$ cat src/rtl/cpu_regfile_param.sv
// 6502-style architectural register file (A, X, Y, SP, PC, PS) with SP/PC arithmetic,
// masked flag update and a boot FSM that optionally fetches PC from the reset vector.
//
// state  | meaning
// BOOT   | first cycle after reset release
// VEC_LO | requesting reset-vector low byte
// VEC_HI | requesting reset-vector high byte
// RUN    | normal operation, register updates accepted
module cpu_regfile_param #(
    parameter int              DW          = 8,
    parameter int              AW          = 16,
    parameter bit              USE_VECTOR  = 1'b1,
    parameter logic [AW-1:0]   VEC_ADDR    = 16'hFFFC,
    parameter logic [AW-1:0]   PC_RESET    = 16'h1000,
    parameter logic [DW-1:0]   SP_RESET    = 8'hFD,
    parameter logic [DW-1:0]   PS_RESET    = 8'h34,
    parameter logic [DW-1:0]   PS_ONE_MASK = 8'h20
) (
    input  logic          clk,
    input  logic          reset,
    input  logic          we_a,
    input  logic          we_x,
    input  logic          we_y,
    input  logic          we_sp,
    input  logic [DW-1:0] data_in,
    input  logic [1:0]    sp_op,
    input  logic [1:0]    pc_op,
    input  logic [1:0]    pc_inc,
    input  logic [AW-1:0] pc_in,
    input  logic          ps_we,
    input  logic [DW-1:0] ps_mask,
    input  logic [DW-1:0] ps_flags,
    input  logic [DW-1:0] vec_data,
    input  logic          vec_ack,
    output logic          vec_req,
    output logic [AW-1:0] vec_addr,
    output logic          ready,
    output logic [DW-1:0] A,
    output logic [DW-1:0] X,
    output logic [DW-1:0] Y,
    output logic [DW-1:0] SP,
    output logic [AW-1:0] PC,
    output logic [DW-1:0] PS
);

    typedef enum logic [1:0] {BOOT, VEC_LO, VEC_HI, RUN} state_t;

    state_t state, state_next;

    always_ff @(posedge clk or posedge reset) begin
        if (reset) state <= BOOT;
        else       state <= state_next;
    end

    // Outputs decode from the state register only, so no input reaches them combinationally.
    always_comb begin
        state_next = state;
        vec_req    = 1'b0;
        vec_addr   = '0;
        ready      = 1'b0;
        case (state)
            BOOT: begin
                state_next = USE_VECTOR ? VEC_LO : RUN;
            end
            VEC_LO: begin
                vec_req  = 1'b1;
                vec_addr = VEC_ADDR;
                if (vec_ack) state_next = VEC_HI;
            end
            VEC_HI: begin
                vec_req  = 1'b1;
                vec_addr = VEC_ADDR + AW'(1);
                if (vec_ack) state_next = RUN;
            end
            RUN: begin
                ready = 1'b1;
            end
            default: state_next = BOOT;
        endcase
    end

    always_ff @(posedge clk or posedge reset) begin
        if (reset) begin
            A <= '0;
            X <= '0;
            Y <= '0;
        end else if (ready) begin
            if (we_a) A <= data_in;
            if (we_x) X <= data_in;
            if (we_y) Y <= data_in;
        end
    end

    always_ff @(posedge clk or posedge reset) begin
        if (reset) begin
            SP <= SP_RESET;
        end else if (ready) begin
            if (we_sp) begin
                SP <= data_in;
            end else begin
                case (sp_op)
                    2'b01:   SP <= SP + DW'(1);
                    2'b10:   SP <= SP - DW'(1);
                    default: SP <= SP;
                endcase
            end
        end
    end

    // Vector bytes land directly in PC; a reset mid-fetch restores PC_RESET.
    always_ff @(posedge clk or posedge reset) begin
        if (reset) begin
            PC <= PC_RESET;
        end else if (state == VEC_LO && vec_ack) begin
            PC[DW-1:0] <= vec_data;
        end else if (state == VEC_HI && vec_ack) begin
            PC[AW-1:DW] <= vec_data;
        end else if (ready) begin
            case (pc_op)
                2'b01:   PC <= PC + AW'(pc_inc);
                2'b10:   PC <= pc_in;
                default: PC <= PC;
            endcase
        end
    end

    always_ff @(posedge clk or posedge reset) begin
        if (reset) begin
            PS <= PS_RESET | PS_ONE_MASK;
        end else if (ready) begin
            if (ps_we) PS <= data_in | PS_ONE_MASK;
            else       PS <= (PS & ~ps_mask) | (ps_flags & ps_mask) | PS_ONE_MASK;
        end
    end

endmodule

$ cat config.mk
export PLATFORM = sky130hd
export DESIGN_NAME = cpu_regfile_param
export DESIGN_NICKNAME = d
export VERILOG_FILES = /design/src/rtl/cpu_regfile_param.sv
export SDC_FILE = /design/constraint.sdc
export NUM_CORES = 1
export LEC_CHECK = 0
export ABC_CLOCK_PERIOD_IN_PS = 2200
export CORE_ASPECT_RATIO = 0.75
export CORE_MARGIN = 2
export CORE_UTILIZATION = 44
export DETAILED_ROUTE_END_ITERATION = 6
export PLACE_DENSITY_LB_ADDON = 0.1
export SETUP_SLACK_MARGIN = 0.5
export SYNTH_ARGS = -nofsm -noshare
export SYNTH_HDL_FRONTEND = slang
export SYNTH_SLANG_ARGS = --single-unit
$ cat constraint.sdc
create_clock -name clk -period 2.2 [get_ports clk]
set_input_delay 0.22 -clock clk [delete_from_list [all_inputs] [get_ports clk]]
set_output_delay 0.22 -clock clk [all_outputs]
set_load 0.02 [all_outputs]
==> run_results.csv <==
group,metric,value,unit
global_routing,antenna_found_initial,0,
worst_setup_path,critPathTopFamily,"buffers and inverters",
drt,dr.pass1.iters,5,
drt,drt-initial-drc-count,132,
global_routing,grt_pass1_wl,16200,um
yosys,netlist_instances,358,
worst_setup_path,cp-end-kind,"register",
clock_tree,cts_tree,"built",
worst_setup_path,max_stage_delay,0.53,ns
sta,hold_slack,0.199,ns
global_routing,grt_pass1_vias,3201,
worst_setup_path,startpoint_type,"primary input",
placement,place_area,4800,sq um
clock_tree,htreeDepth,3,
clock_tree,cts_buffers,9,
sta,timing.final.hold_violations,0,
cells_and_area,final_nets,582,
worst_setup_path,reg2reg_from,"PC[0]$_DFFE_PP0P_",
run_status,status,"completed",
cells_and_area,fillerInstances,524,
floorplan,die_height,79.9,um
drt,via_per_inst,5.53,
power,p_leak,2.40,nW
worst_setup_path,critPathLaunch,"pc_inc[1]",
worst_setup_path,cp_slowest_cell,"clkdlybuf4s50_1",
sta,setup_viol_count_final,0,
placement,gp_congestion,0.926,
yosys,ys_warn_count,0,
cells_and_area,drive_gt1_frac,0.295,
cells_and_area,postLayoutCoreUtil,0.743,
cells_and_area,design_area,5500,sq um
placement,post-place-ws,-0.106,ns
cells_and_area,syn_to_final_growth,62.8,%
sta,maxSlewViolCount,0,
worst_setup_path,worst-endpoint-arrival,2.15,ns
cells_and_area,diodes,0,
cells_and_area,fin_cells,617,
hold_path,min_path_type,"primary input to asynchronous set/reset pin",
sta,setup_ws,0.269,ns
yosys,syn_nets,429,
power,max-vdd-ir-drop,1.56,mV
floorplan,die_area,8400,sq um
drt,ant_nets,0,
floorplan,ioPinCount,136,
yosys,synth_enable_flop_cells,0,
run,drv_cap,0,
yosys,syn_avg_cell_area,9.43,sq um
worst_setup_path,required,2.42,ns
clock_tree,clkTransAtPathRegs,0.07,ns
clock_tree,cts_root_buffer,"clkbuf_8",
drt,postRouteWirelength,10900,um
cells_and_area,mostFrequentLayoutCells,"clkdlybuf4s50_1, dfrtp_1, nand2_1",
sta,worst_pin_slew,0.575,ns
worst_setup_path,path_max_fanout,4,
drt,routedWlPerCell,17.6,um
yosys,ys_seq_elements,57,
placement,port_buffers,131,
yosys,synthArstFlopShare,1.00,
sta,skew,0.00722,ns
floorplan,chipWidth,105,um
drt,num_vias,3411,
sta,max_freq,518,MHz
yosys,synthMuxAreaShare,0.0889,
worst_setup_path,cp_num_buf_inv,2,
drt,drc,0,
global_routing,grt-ovfl-total,0,
worst_setup_path,ff2ff_path_depth,8,
sta,period_share,0.878,
power,p_per_area,1580,nW/um^2
global_routing,grt_max_degree,40,
clock_tree,cts.sinks,57,
clock_tree,cts_buffer_depth,2,
floorplan,start_util,0.456,
worst_setup_path,rr_endpoint,"PC[10]$_DFFE_PP0P_",
sta,rsz0062_at_grt,"yes",
yosys,synth-seq-area-share,0.426,
yosys,synthSimpleGateAreaFrac,0.176,
floorplan,rows,27,
sta,slew_headroom,0.615,
yosys,synth_fa_ha_area_frac,0.0356,
worst_setup_path,cp_cell_sequence,"clkdlybuf4s50_1, inv_1, fa_2, and4b_2, nand3_1, xnor2_1, o21ai_0, a21oi_1",
clock_tree,clk_latency,0.34,ns
worst_setup_path,crit_type,"primary input to register",
yosys,synth_xor_xnor_area_share,0.0311,
sta,fin_crit,1.93,ns
cells_and_area,layout_commonest_cell,"clkdlybuf4s50_1",
placement,place_hpwl,7490,um
yosys,synth_compound_area_frac,0.179,
worst_setup_path,reg2reg_slack,0.28,ns
yosys,synth_flop_cell,"dfrtp_1",
yosys,synth_top_family_by_area,"compound AO/OA/AOI/OAI gates",
yosys,synth.cell_area,3380,sq um
yosys,synth_cell_types,55,
floorplan,core_area,7400,sq um
global_routing,grt.total_usage,0.249,
placement,dp.cells,574,
-- cells in the mapped netlist, types with 5 or more instances --
cell type,n,area (sq um)
buf_4,16,120
clkbuf_1,9,33.8
mux2_2,24,270
nand2_1,33,124
xnor2_1,6,52.6
inv_1,9,33.8
nor3_1,5,25.0
a21oi_1,31,155
a22oi_1,5,37.5
o21ai_0,32,160
and3b_1,7,61.3
nand3_1,7,35.0
xor2_1,6,52.6
dfstp_2,10,263
nand4_1,6,37.5
ha_1,8,100
dfrtp_1,47,1180
nor2_1,28,105
-- cells by family after synthesis --
family	Yosys count
simple gates	114
compound gates	99
flops	57
buf+inv	38
mux	27
xor+xnor	12
fa+ha+maj	9
other cells	2
-- worst reg2reg max path, delay by kind of cell, from the launching register on --
family	cells	cell delay [ns]
simple gates	2	0.52
fa+ha+maj	2	0.46
flops	1	0.38
compound gates	2	0.23
xor+xnor	1	0.18
buf+inv	1	0.03
-- through the flow --
stage | setup TNS [ns] | total power [mW]
after floorplan | 0 | 4.86
after CTS | 0 | 8.00
after global routing | 0 | 9.19
after global placement | -0.161 | 6.65
after detailed placement | -0.334 | 6.72
final | 0 | 8.71
-- what timing repair did --
action / 4_1_cts / 5_1_grt
hold buffers: 0 / 0
cloned: 1 / 1
setup endpoints to repair: 48 / 51
pin swaps: 5 / 14
setup buffers: 13 / 12
gates resized for setup: 104 / 67
-- area by class of cell --
cell class	instances	area, sq um	area share
Clock buffer	11	151	0.0275
Tap cell	101	126	0.0230
Clock inverter	5	77.6	0.0141
Sequential cell	57	1440	0.263
Multi-Input combinational cell	264	1990	0.361
Timing Repair inverter	1	7.51	0.00137
Timing Repair Buffer	169	1670	0.303
Inverter	9	37.5	0.00683
-- how the worst max path moves through the flow --
stage                              end  slack [ns]  cells after the start
global route        PC[10]$_DFFE_PP0P_        0.14                      8
CTS                  PC[6]$_DFFE_PP0P_        0.30                      8
global placement     PC[6]$_DFFE_PP0P_       -0.06                      9
detailed placement   PC[6]$_DFFE_PP0P_       -0.11                      9
finish              PC[10]$_DFFE_PP0P_        0.27                      8
floorplan            PC[6]$_DFFE_PP0P_        0.29                      8
-- routing by layer --
layer | track usage | share of wire | up-vias
met1 | 0.338 | 0.44 | 1663
met5 | 0 | 0 | -
li1 | - | - | 1594
met3 | 0.0743 | 0.077 | 18
met4 | 0.0667 | 0.015 | 0
met2 | 0.391 | 0.47 | 136
-- report_power, final --
part	total, mW	internal [mW]	leakage (nW)	switching [mW]
sequential	2.15	1.65	0.658	0.509
combinational	5.43	2.69	1.62	2.74
clock	1.13	0.695	0.115	0.434
(Power assumes the default switching activity.)
